===== config.mk =====
export PLATFORM = sky130hd
export DESIGN_NAME = logic_issue_unit_flat
export DESIGN_NICKNAME = d
export VERILOG_FILES = /design/src/rtl/logic_issue_unit_if.sv /design/src/rtl/logic_issue_unit.sv /design/src/flat_wrapper.sv
export SDC_FILE = /design/constraint.sdc
export NUM_CORES = 1
export LEC_CHECK = 0
export CORE_MARGIN = 8
export CORE_UTILIZATION = 45
export CTS_BUF_LIST = sky130_fd_sc_hd__clkbuf_16
export DETAILED_ROUTE_END_ITERATION = 16
export PLACE_DENSITY = 0.65
export SYNTH_ARGS = -nofsm -noshare
export SYNTH_HDL_FRONTEND = slang
export SYNTH_SLANG_ARGS = --single-unit

===== constraint.sdc =====
create_clock -name clk -period 2.61 [get_ports clk]
set_input_delay 0.261 -clock clk [delete_from_list [all_inputs] [get_ports clk]]
set_output_delay 0.261 -clock clk [all_outputs]
set_load 0.01 [all_outputs]

===== src/rtl/logic_issue_unit_if.sv =====
`default_nettype none
// +--------------------------------------------------------------------+
// | Module   : logic_issue_unit_if                                     |
// | Brief    : Instruction, issue, write-back and debug signal bundle  |
// |            for the logical-path issue unit.                        |
// | Revision : 1.0 - initial release                                   |
// +--------------------------------------------------------------------+
interface logic_issue_unit_if #(
  parameter int WORD_SIZE = 19,
  parameter int ADDR_W    = 3
);
  // Instruction intake
  logic                 instr_valid;
  logic                 instr_ready;
  logic [WORD_SIZE-1:0] instr;
  // Issue to the logical unit
  logic                 iss_valid;
  logic                 iss_ready;
  logic [1:0]           iss_op;
  logic [WORD_SIZE-1:0] iss_operand_1;
  logic [WORD_SIZE-1:0] iss_operand_2;
  logic [ADDR_W-1:0]    iss_rd;
  // Result write-back
  logic                 wb_valid;
  logic [ADDR_W-1:0]    wb_rd;
  logic [WORD_SIZE-1:0] wb_data;
  // Status pulses
  logic                 illegal_op;
  logic                 wb_err;
  // Debug read port
  logic [ADDR_W-1:0]    dbg_addr;
  logic [WORD_SIZE-1:0] dbg_data;

  // Environment side: feeds instructions, accepts issues, returns results
  modport master (
    output instr_valid, instr, iss_ready, wb_valid, wb_rd, wb_data, dbg_addr,
    input  instr_ready, iss_valid, iss_op, iss_operand_1, iss_operand_2, iss_rd,
           illegal_op, wb_err, dbg_data
  );

  // Issue-unit side
  modport slave (
    input  instr_valid, instr, iss_ready, wb_valid, wb_rd, wb_data, dbg_addr,
    output instr_ready, iss_valid, iss_op, iss_operand_1, iss_operand_2, iss_rd,
           illegal_op, wb_err, dbg_data
  );
endinterface
`default_nettype wire


===== src/rtl/logic_issue_unit.sv =====
`default_nettype none
// +--------------------------------------------------------------------+
// | Module   : logic_issue_unit                                        |
// | Brief    : Decodes AND/OR/XOR/NOT instructions, reads operands     |
// |            from an 8-entry register file, issues them to the       |
// |            logical unit and retires results, with a busy-bit       |
// |            scoreboard stalling RAW/WAW hazards at decode.          |
// | Revision : 1.0 - initial release                                   |
// +--------------------------------------------------------------------+
module logic_issue_unit #(
  parameter int WORD_SIZE = 19,
  parameter int NUM_REGS  = 8
) (
  input wire clk,
  input wire rst_n,
  logic_issue_unit_if.slave io
);

  localparam int         c_ADDR_W    = $clog2(NUM_REGS);
  // Instruction field positions (fixed for a 19-bit word)
  localparam int         c_OPC_MSB   = 18;
  localparam int         c_OPC_LSB   = 14;
  localparam int         c_RD_MSB    = 13;
  localparam int         c_RD_LSB    = 11;
  localparam int         c_RS1_MSB   = 10;
  localparam int         c_RS1_LSB   = 8;
  localparam int         c_RS2_MSB   = 7;
  localparam int         c_RS2_LSB   = 5;
  // Logical opcodes are 001xx; the low two bits are the issued op code
  localparam logic [2:0] c_OPC_CLASS = 3'b001;
  localparam logic [1:0] c_OP_NOT    = 2'b11;

  // Architectural state
  logic [WORD_SIZE-1:0] r_regs [NUM_REGS];
  logic [NUM_REGS-1:0]  r_busy;

  // Issue register and status pulses
  logic                 r_iss_valid;
  logic [1:0]           r_iss_op;
  logic [WORD_SIZE-1:0] r_iss_operand_1;
  logic [WORD_SIZE-1:0] r_iss_operand_2;
  logic [c_ADDR_W-1:0]  r_iss_rd;
  logic                 r_illegal_op;
  logic                 r_wb_err;

  // Decode fields
  logic [4:0]           w_opcode;
  logic [c_ADDR_W-1:0]  w_rd;
  logic [c_ADDR_W-1:0]  w_rs1;
  logic [c_ADDR_W-1:0]  w_rs2;
  logic                 w_legal;
  logic                 w_is_not;
  logic                 w_unused_bits;

  // Write-back / hazard / handshake
  logic                 w_wb_hit;
  logic [NUM_REGS-1:0]  w_wb_sel;
  logic [NUM_REGS-1:0]  w_busy_eff;
  logic                 w_hazard;
  logic                 w_slot_free;
  logic                 w_instr_ready;
  logic                 w_accept;
  logic                 w_accept_legal;
  logic                 w_fwd_1;
  logic                 w_fwd_2;
  logic [WORD_SIZE-1:0] w_operand_1;
  logic [WORD_SIZE-1:0] w_operand_2;

  assign w_opcode      = io.instr[c_OPC_MSB:c_OPC_LSB];
  assign w_rd          = io.instr[c_RD_MSB:c_RD_LSB];
  assign w_rs1         = io.instr[c_RS1_MSB:c_RS1_LSB];
  assign w_rs2         = io.instr[c_RS2_MSB:c_RS2_LSB];
  // Low instruction bits carry no meaning for the logical path
  assign w_unused_bits = ^io.instr[c_RS2_LSB-1:0];

  assign w_legal  = (w_opcode[4:2] == c_OPC_CLASS);
  assign w_is_not = (w_opcode[1:0] == c_OP_NOT);

  // A write-back only retires a tag that is actually outstanding
  assign w_wb_hit = io.wb_valid && r_busy[io.wb_rd];
  assign w_wb_sel = w_wb_hit ? ({{(NUM_REGS-1){1'b0}}, 1'b1} << io.wb_rd) : '0;

  // Busy view seen by decode once this cycle's retirement is applied
  assign w_busy_eff = r_busy & ~w_wb_sel;

  assign w_hazard = w_busy_eff[w_rs1]
                 || (!w_is_not && w_busy_eff[w_rs2])
                 || w_busy_eff[w_rd];

  // Issue slot is free when empty or being drained this cycle
  assign w_slot_free    = !r_iss_valid || io.iss_ready;
  // Illegal opcodes are simply dropped, so they never wait on hazards
  assign w_instr_ready  = w_slot_free && (!w_legal || !w_hazard);
  assign w_accept       = io.instr_valid && w_instr_ready;
  assign w_accept_legal = w_accept && w_legal;

  // Same-cycle write-back bypasses the register file read
  assign w_fwd_1     = w_wb_hit && (io.wb_rd == w_rs1);
  assign w_fwd_2     = w_wb_hit && (io.wb_rd == w_rs2);
  assign w_operand_1 = w_fwd_1 ? io.wb_data : r_regs[w_rs1];
  assign w_operand_2 = w_is_not ? '0 : (w_fwd_2 ? io.wb_data : r_regs[w_rs2]);

  // Register file: only retiring write-backs update it
  always_ff @(posedge clk or negedge rst_n) begin
    if (!rst_n) begin
      for (int i = 0; i < NUM_REGS; i++) begin
        r_regs[i] <= '0;
      end
    end else if (w_wb_hit) begin
      r_regs[io.wb_rd] <= io.wb_data;
    end
  end

  // Scoreboard: retire clears first, a same-cycle accept on that tag sets it again
  always_ff @(posedge clk or negedge rst_n) begin
    if (!rst_n) begin
      r_busy <= '0;
    end else if (w_accept_legal) begin
      r_busy <= w_busy_eff | ({{(NUM_REGS-1){1'b0}}, 1'b1} << w_rd);
    end else begin
      r_busy <= w_busy_eff;
    end
  end

  // Issue register: load on legal accept, hold under backpressure, empty on drain
  always_ff @(posedge clk or negedge rst_n) begin
    if (!rst_n) begin
      r_iss_valid     <= 1'b0;
      r_iss_op        <= '0;
      r_iss_operand_1 <= '0;
      r_iss_operand_2 <= '0;
      r_iss_rd        <= '0;
    end else if (w_accept_legal) begin
      r_iss_valid     <= 1'b1;
      r_iss_op        <= w_opcode[1:0];
      r_iss_operand_1 <= w_operand_1;
      r_iss_operand_2 <= w_operand_2;
      r_iss_rd        <= w_rd;
    end else if (io.iss_ready) begin
      r_iss_valid     <= 1'b0;
    end
  end

  // Single-cycle status pulses for dropped opcodes and stray write-backs
  always_ff @(posedge clk or negedge rst_n) begin
    if (!rst_n) begin
      r_illegal_op <= 1'b0;
      r_wb_err     <= 1'b0;
    end else begin
      r_illegal_op <= w_accept && !w_legal;
      r_wb_err     <= io.wb_valid && !r_busy[io.wb_rd];
    end
  end

  assign io.instr_ready   = w_instr_ready;
  assign io.iss_valid     = r_iss_valid;
  assign io.iss_op        = r_iss_op;
  assign io.iss_operand_1 = r_iss_operand_1;
  assign io.iss_operand_2 = r_iss_operand_2;
  assign io.iss_rd        = r_iss_rd;
  assign io.illegal_op    = r_illegal_op;
  assign io.wb_err        = r_wb_err;
  // Debug port shows committed contents only
  assign io.dbg_data      = r_regs[io.dbg_addr];

endmodule
`default_nettype wire

===== src/flat_wrapper.sv =====
// flat-port wrapper written by rule: the top's interface ports become plain ports
module logic_issue_unit_flat 
#(
  parameter int WORD_SIZE = 19,
  parameter int NUM_REGS  = 8
)
  (clk, rst_n, io_instr_valid, io_instr, io_iss_ready, io_wb_valid, io_wb_rd, io_wb_data, io_dbg_addr, io_instr_ready, io_iss_valid, io_iss_op, io_iss_operand_1, io_iss_operand_2, io_iss_rd, io_illegal_op, io_wb_err, io_dbg_data);
  logic_issue_unit_if #(.WORD_SIZE(WORD_SIZE)) io_i ();
  input wire clk;
  input wire rst_n;
  input wire logic [$bits(io_i.instr_valid)-1:0] io_instr_valid;
  input wire logic [$bits(io_i.instr)-1:0] io_instr;
  input wire logic [$bits(io_i.iss_ready)-1:0] io_iss_ready;
  input wire logic [$bits(io_i.wb_valid)-1:0] io_wb_valid;
  input wire logic [$bits(io_i.wb_rd)-1:0] io_wb_rd;
  input wire logic [$bits(io_i.wb_data)-1:0] io_wb_data;
  input wire logic [$bits(io_i.dbg_addr)-1:0] io_dbg_addr;
  output wire logic [$bits(io_i.instr_ready)-1:0] io_instr_ready;
  output wire logic [$bits(io_i.iss_valid)-1:0] io_iss_valid;
  output wire logic [$bits(io_i.iss_op)-1:0] io_iss_op;
  output wire logic [$bits(io_i.iss_operand_1)-1:0] io_iss_operand_1;
  output wire logic [$bits(io_i.iss_operand_2)-1:0] io_iss_operand_2;
  output wire logic [$bits(io_i.iss_rd)-1:0] io_iss_rd;
  output wire logic [$bits(io_i.illegal_op)-1:0] io_illegal_op;
  output wire logic [$bits(io_i.wb_err)-1:0] io_wb_err;
  output wire logic [$bits(io_i.dbg_data)-1:0] io_dbg_data;
  assign io_i.instr_valid = io_instr_valid;
  assign io_i.instr = io_instr;
  assign io_i.iss_ready = io_iss_ready;
  assign io_i.wb_valid = io_wb_valid;
  assign io_i.wb_rd = io_wb_rd;
  assign io_i.wb_data = io_wb_data;
  assign io_i.dbg_addr = io_dbg_addr;
  assign io_instr_ready = io_i.instr_ready;
  assign io_iss_valid = io_i.iss_valid;
  assign io_iss_op = io_i.iss_op;
  assign io_iss_operand_1 = io_i.iss_operand_1;
  assign io_iss_operand_2 = io_i.iss_operand_2;
  assign io_iss_rd = io_i.iss_rd;
  assign io_illegal_op = io_i.illegal_op;
  assign io_wb_err = io_i.wb_err;
  assign io_dbg_data = io_i.dbg_data;
  logic_issue_unit #(.WORD_SIZE(WORD_SIZE), .NUM_REGS(NUM_REGS)) u_core (.clk(clk), .rst_n(rst_n), .io(io_i));
endmodule

==> run_results.csv <==
group,metric,value,unit
outcome,outcome,"complete, but fails checks",
outcome,violations,"negative setup slack",
cells_and_area,antenna_cells,0,
drt,drcViolationCount,0,
cells_and_area,syn_to_final_growth,22.8,%
synth,synth_compound_area_frac,0.0260,
sta,final_max_slew_viol_count,0,
synth,ys_ff_latch,206,
sta,finClkSkew,0.0185,ns
placement,place_inst,1271,
drt,initialDrtViolationCount,453,
placement,io_buffers,109,
synth,synth_simple_gate_area_frac,0.0413,
synth,ys_warn_count,0,
sta,tightest_slew,0.800,ns
synth,synthesis.nets,882,
cells_and_area,num-fill-cells,2185,
synth,yosys.area.top_type,"dfrtp_1",
synth,synthMuxAreaShare,0.473,
clock_network,cts_root_buf,"clkbuf_16",
power,ir_drop,0.474,mV
sta,slew_headroom,0.467,
synth,synth_top_area_share,0.419,
floorplan,die-width,181,um
drt,vias,7846,
floorplan,start_util,0.458,
cells_and_area,final_area,15100,sq um
cells_and_area,finalNonFillerCells,1327,
clock_network,cts_tree,"built",
global_routing,grt.total_usage,0.195,
synth,synth-seq-area-share,0.419,
drt,wl_per_cell,24.2,um
placement,dpl_cell_area,14200,sq um
power,cellLeakagePower,6.66,nW
floorplan,rows,60,
cells_and_area,final_cell_mix,"dfrtp_1 (206), mux2_2 (190), mux4_2 (116)",
synth,synth_fa_ha_area_frac,0,
cells_and_area,drive_gt1_frac,0.491,
floorplan,dieArea,32900,sq um
drt,drt-pass1-iter-count,5,
run,max_cap_violations,0,
worst_setup_path,worstPathRequired,2.35,ns
synth,netlist_area,12300,sq um
worst_setup_path,cp-start-kind,"flop",
cells_and_area,layout_commonest_cell,"dfrtp_1",
clock_network,clk_latency,0.52,ns
power,design_power_total,9.47,mW
drt,wl,32100,um
synth,netlist_top_cells_area,"dfrtp_1 (42%), mux4_2 (21%), mux2_2 (17%)",
sta,rsz0062_at_grt,"true",
floorplan,io_pins,115,
synth,synth_edf_count,0,
sta,setup_slack,-0.00949,ns
global_routing,antenna_found_initial,2,
clock_network,clk_pin_slew,0.06,ns
global_routing,grt_pass1_vias,8453,
clock_network,clk_path_buf_depth,3,
global_routing,grt_max_degree,58,
sta,post-route-period-util,1.00,
synth,syn_inst,833,
clock_network,htreeDepth,1,
global_routing,grt_pass1_wl,50200,um
synth,synth_top_family_by_area,"multiplexers",
sta,final_hold_viol_count,0,
power,p_per_area,627,nW/um^2
worst_setup_path,arrival,2.36,ns
clock_network,cts_buffers,25,
worst_setup_path,worstPathMaxFanout,4,
synth,ys.flop_type,"dfrtp_1",
global_routing,overflow,0,
cells_and_area,nets,1017,
floorplan,dieHeight,181,um
worst_setup_path,end_kind,"output pin",
clock_network,cts_sinks,206,
synth,synth_xor_xnor_area_share,0.00427,
placement,gp_congestion,0.828,
sta,max_freq,382,MHz
synth,synth_cell_types,52,
worst_setup_path,critPathKind,"flop to output pin",
min_path,min_path_type,"primary input to asynchronous set/reset pin",
drt,ant_nets,0,
sta,period_needed,2.62,ns
sta,setup_viol,2,
placement,hpwlAfterDp,20200,um
drt,vias_per_cell,5.91,
synth,syn-mean-instance-area,14.8,sq um
floorplan,core-area,26900,sq um
synth,async_flop_share,1.00,
-- cell families (layout without fill, tap and decap cells) --
family,Yosys count,after routing
buf+inv,92,245
flops,206,206
simple gates,93,93
compound gates,44,44
xor+xnor,6,6
mux,392,392
-- per-layer routing --
layer	global-route usage	vias up	wire, um
met3	0.0311	51	1600
met5	0	-	23
li1	-	3503	-
met2	0.314	206	15100
met4	0.0499	4	719
met1	0.272	4082	14600
-- final timing paths --
kind	startpoint	end	slack [ns]	cells past startpoint
min in group clk	io_instr_valid	u_core.io.illegal_op	0.30	3
worst min-delay path	rst_n	u_core.r_regs[138]	0.28	2
worst max register to register	u_core.r_busy[1]	u_core.io.iss_operand_2[8]	-0.009	8
max in group asynchronous	rst_n	u_core.io.iss_op[1]	1.61	3
worst max-delay path	u_core.r_busy[1]	io_instr_ready	-0.009	7
worst min register to register	u_core.io.iss_rd[0]	u_core.io.iss_rd[0]	0.50	1
-- per-stage QoR --
step / TNS, ns / hold WS [ns] / utilization / worst slack [ns]
detailed placement: -18.03 / 0.266 / 0.527 / -0.577
finish: -0.0147 / 0.277 / 0.563 / -0.00949
CTS: -0.0260 / 0.275 / 0.558 / -0.0260
global placement: -15.23 / 0.263 / 0.527 / -0.511
floorplan: 0 / -0.0346 / - / 0.230
global route: -1.71 / 0.314 / 0.563 / -0.100
-- where the power goes --
part           internal, mW  switching [mW]  leakage, nW
Sequential             3.62           0.339         2.78
Clock                  2.02            1.31        0.416
Combinational          1.39           0.785         3.46
-- repair_timing --
| action | 4_1_cts | 5_1_grt |
|---|---|---|
| pin swaps | 3 | 4 |
| hold buffers | 1 | 0 |
| resized for setup | 9 | 10 |
| endpoints found under the hold margin | 51 | 0 |
| setup buffers | 5 | 4 |
| gates cloned | 0 | 3 |
| endpoints found under the setup margin | 1 | 10 |
-- registers in the layout, indices dropped and copies added (netlist names) --
| name | flops |
|---|---|
| u_core.r_regs | 152 |
| u_core.io.iss_operand_1 | 19 |
| u_core.io.iss_operand_2 | 19 |
| u_core.r_busy | 8 |
| u_core.io.iss_rd | 3 |
| u_core.io.iss_op | 2 |
| u_core.io.illegal_op | 1 |
| u_core.io.iss_valid | 1 |
| u_core.io.wb_err | 1 |
-- cells in the mapped netlist, types with 2 or more instances --
| master | number |
|---|---|
| o32ai_1 | 5 |
| nand4b_1 | 5 |
| buf_1 | 12 |
| o311ai_0 | 2 |
| and4b_1 | 2 |
| buf_4 | 2 |
| inv_1 | 10 |
| a31o_1 | 2 |
| mux2_2 | 190 |
| nand2b_1 | 2 |
| mux2_1 | 4 |
| xnor2_1 | 6 |
| and2_1 | 2 |
| nand2_1 | 33 |
| and3_1 | 2 |
| mux4_2 | 116 |
| dfrtp_1 | 206 |
| mux2i_1 | 42 |
| nand3_1 | 4 |
| buf_2 | 9 |
| o21ai_0 | 20 |
| buf_12 | 4 |
| or2_2 | 2 |
| clkbuf_1 | 51 |
| mux2_4 | 40 |
| nand4_1 | 2 |
| a32o_1 | 4 |
| buf_6 | 4 |
| nor2_1 | 24 |
| nor2b_1 | 4 |
-- cell type report --
type                    instances  area [sq um]  share of cell area
inverters                      10          37.5             0.00248
flip-flops and latches        206          5150               0.341
clock buffers                  25           626              0.0414
clock inverters                20           163              0.0108
well taps                     341           427              0.0282
repair buffers                190          1960               0.130
multi-input cells             535          6750               0.446
-- critical path, cell delays in order, from the launching register on --
cell and delay (ns):
dfrtp_1 0.41, nor2b_1 0.15, a32o_1 0.20, mux4_2 0.49, a41oi_2 0.21, nand2_2 0.10, a21boi_2 0.13, buf_2 0.14
Note: power is estimated with default switching activity, not from simulation.
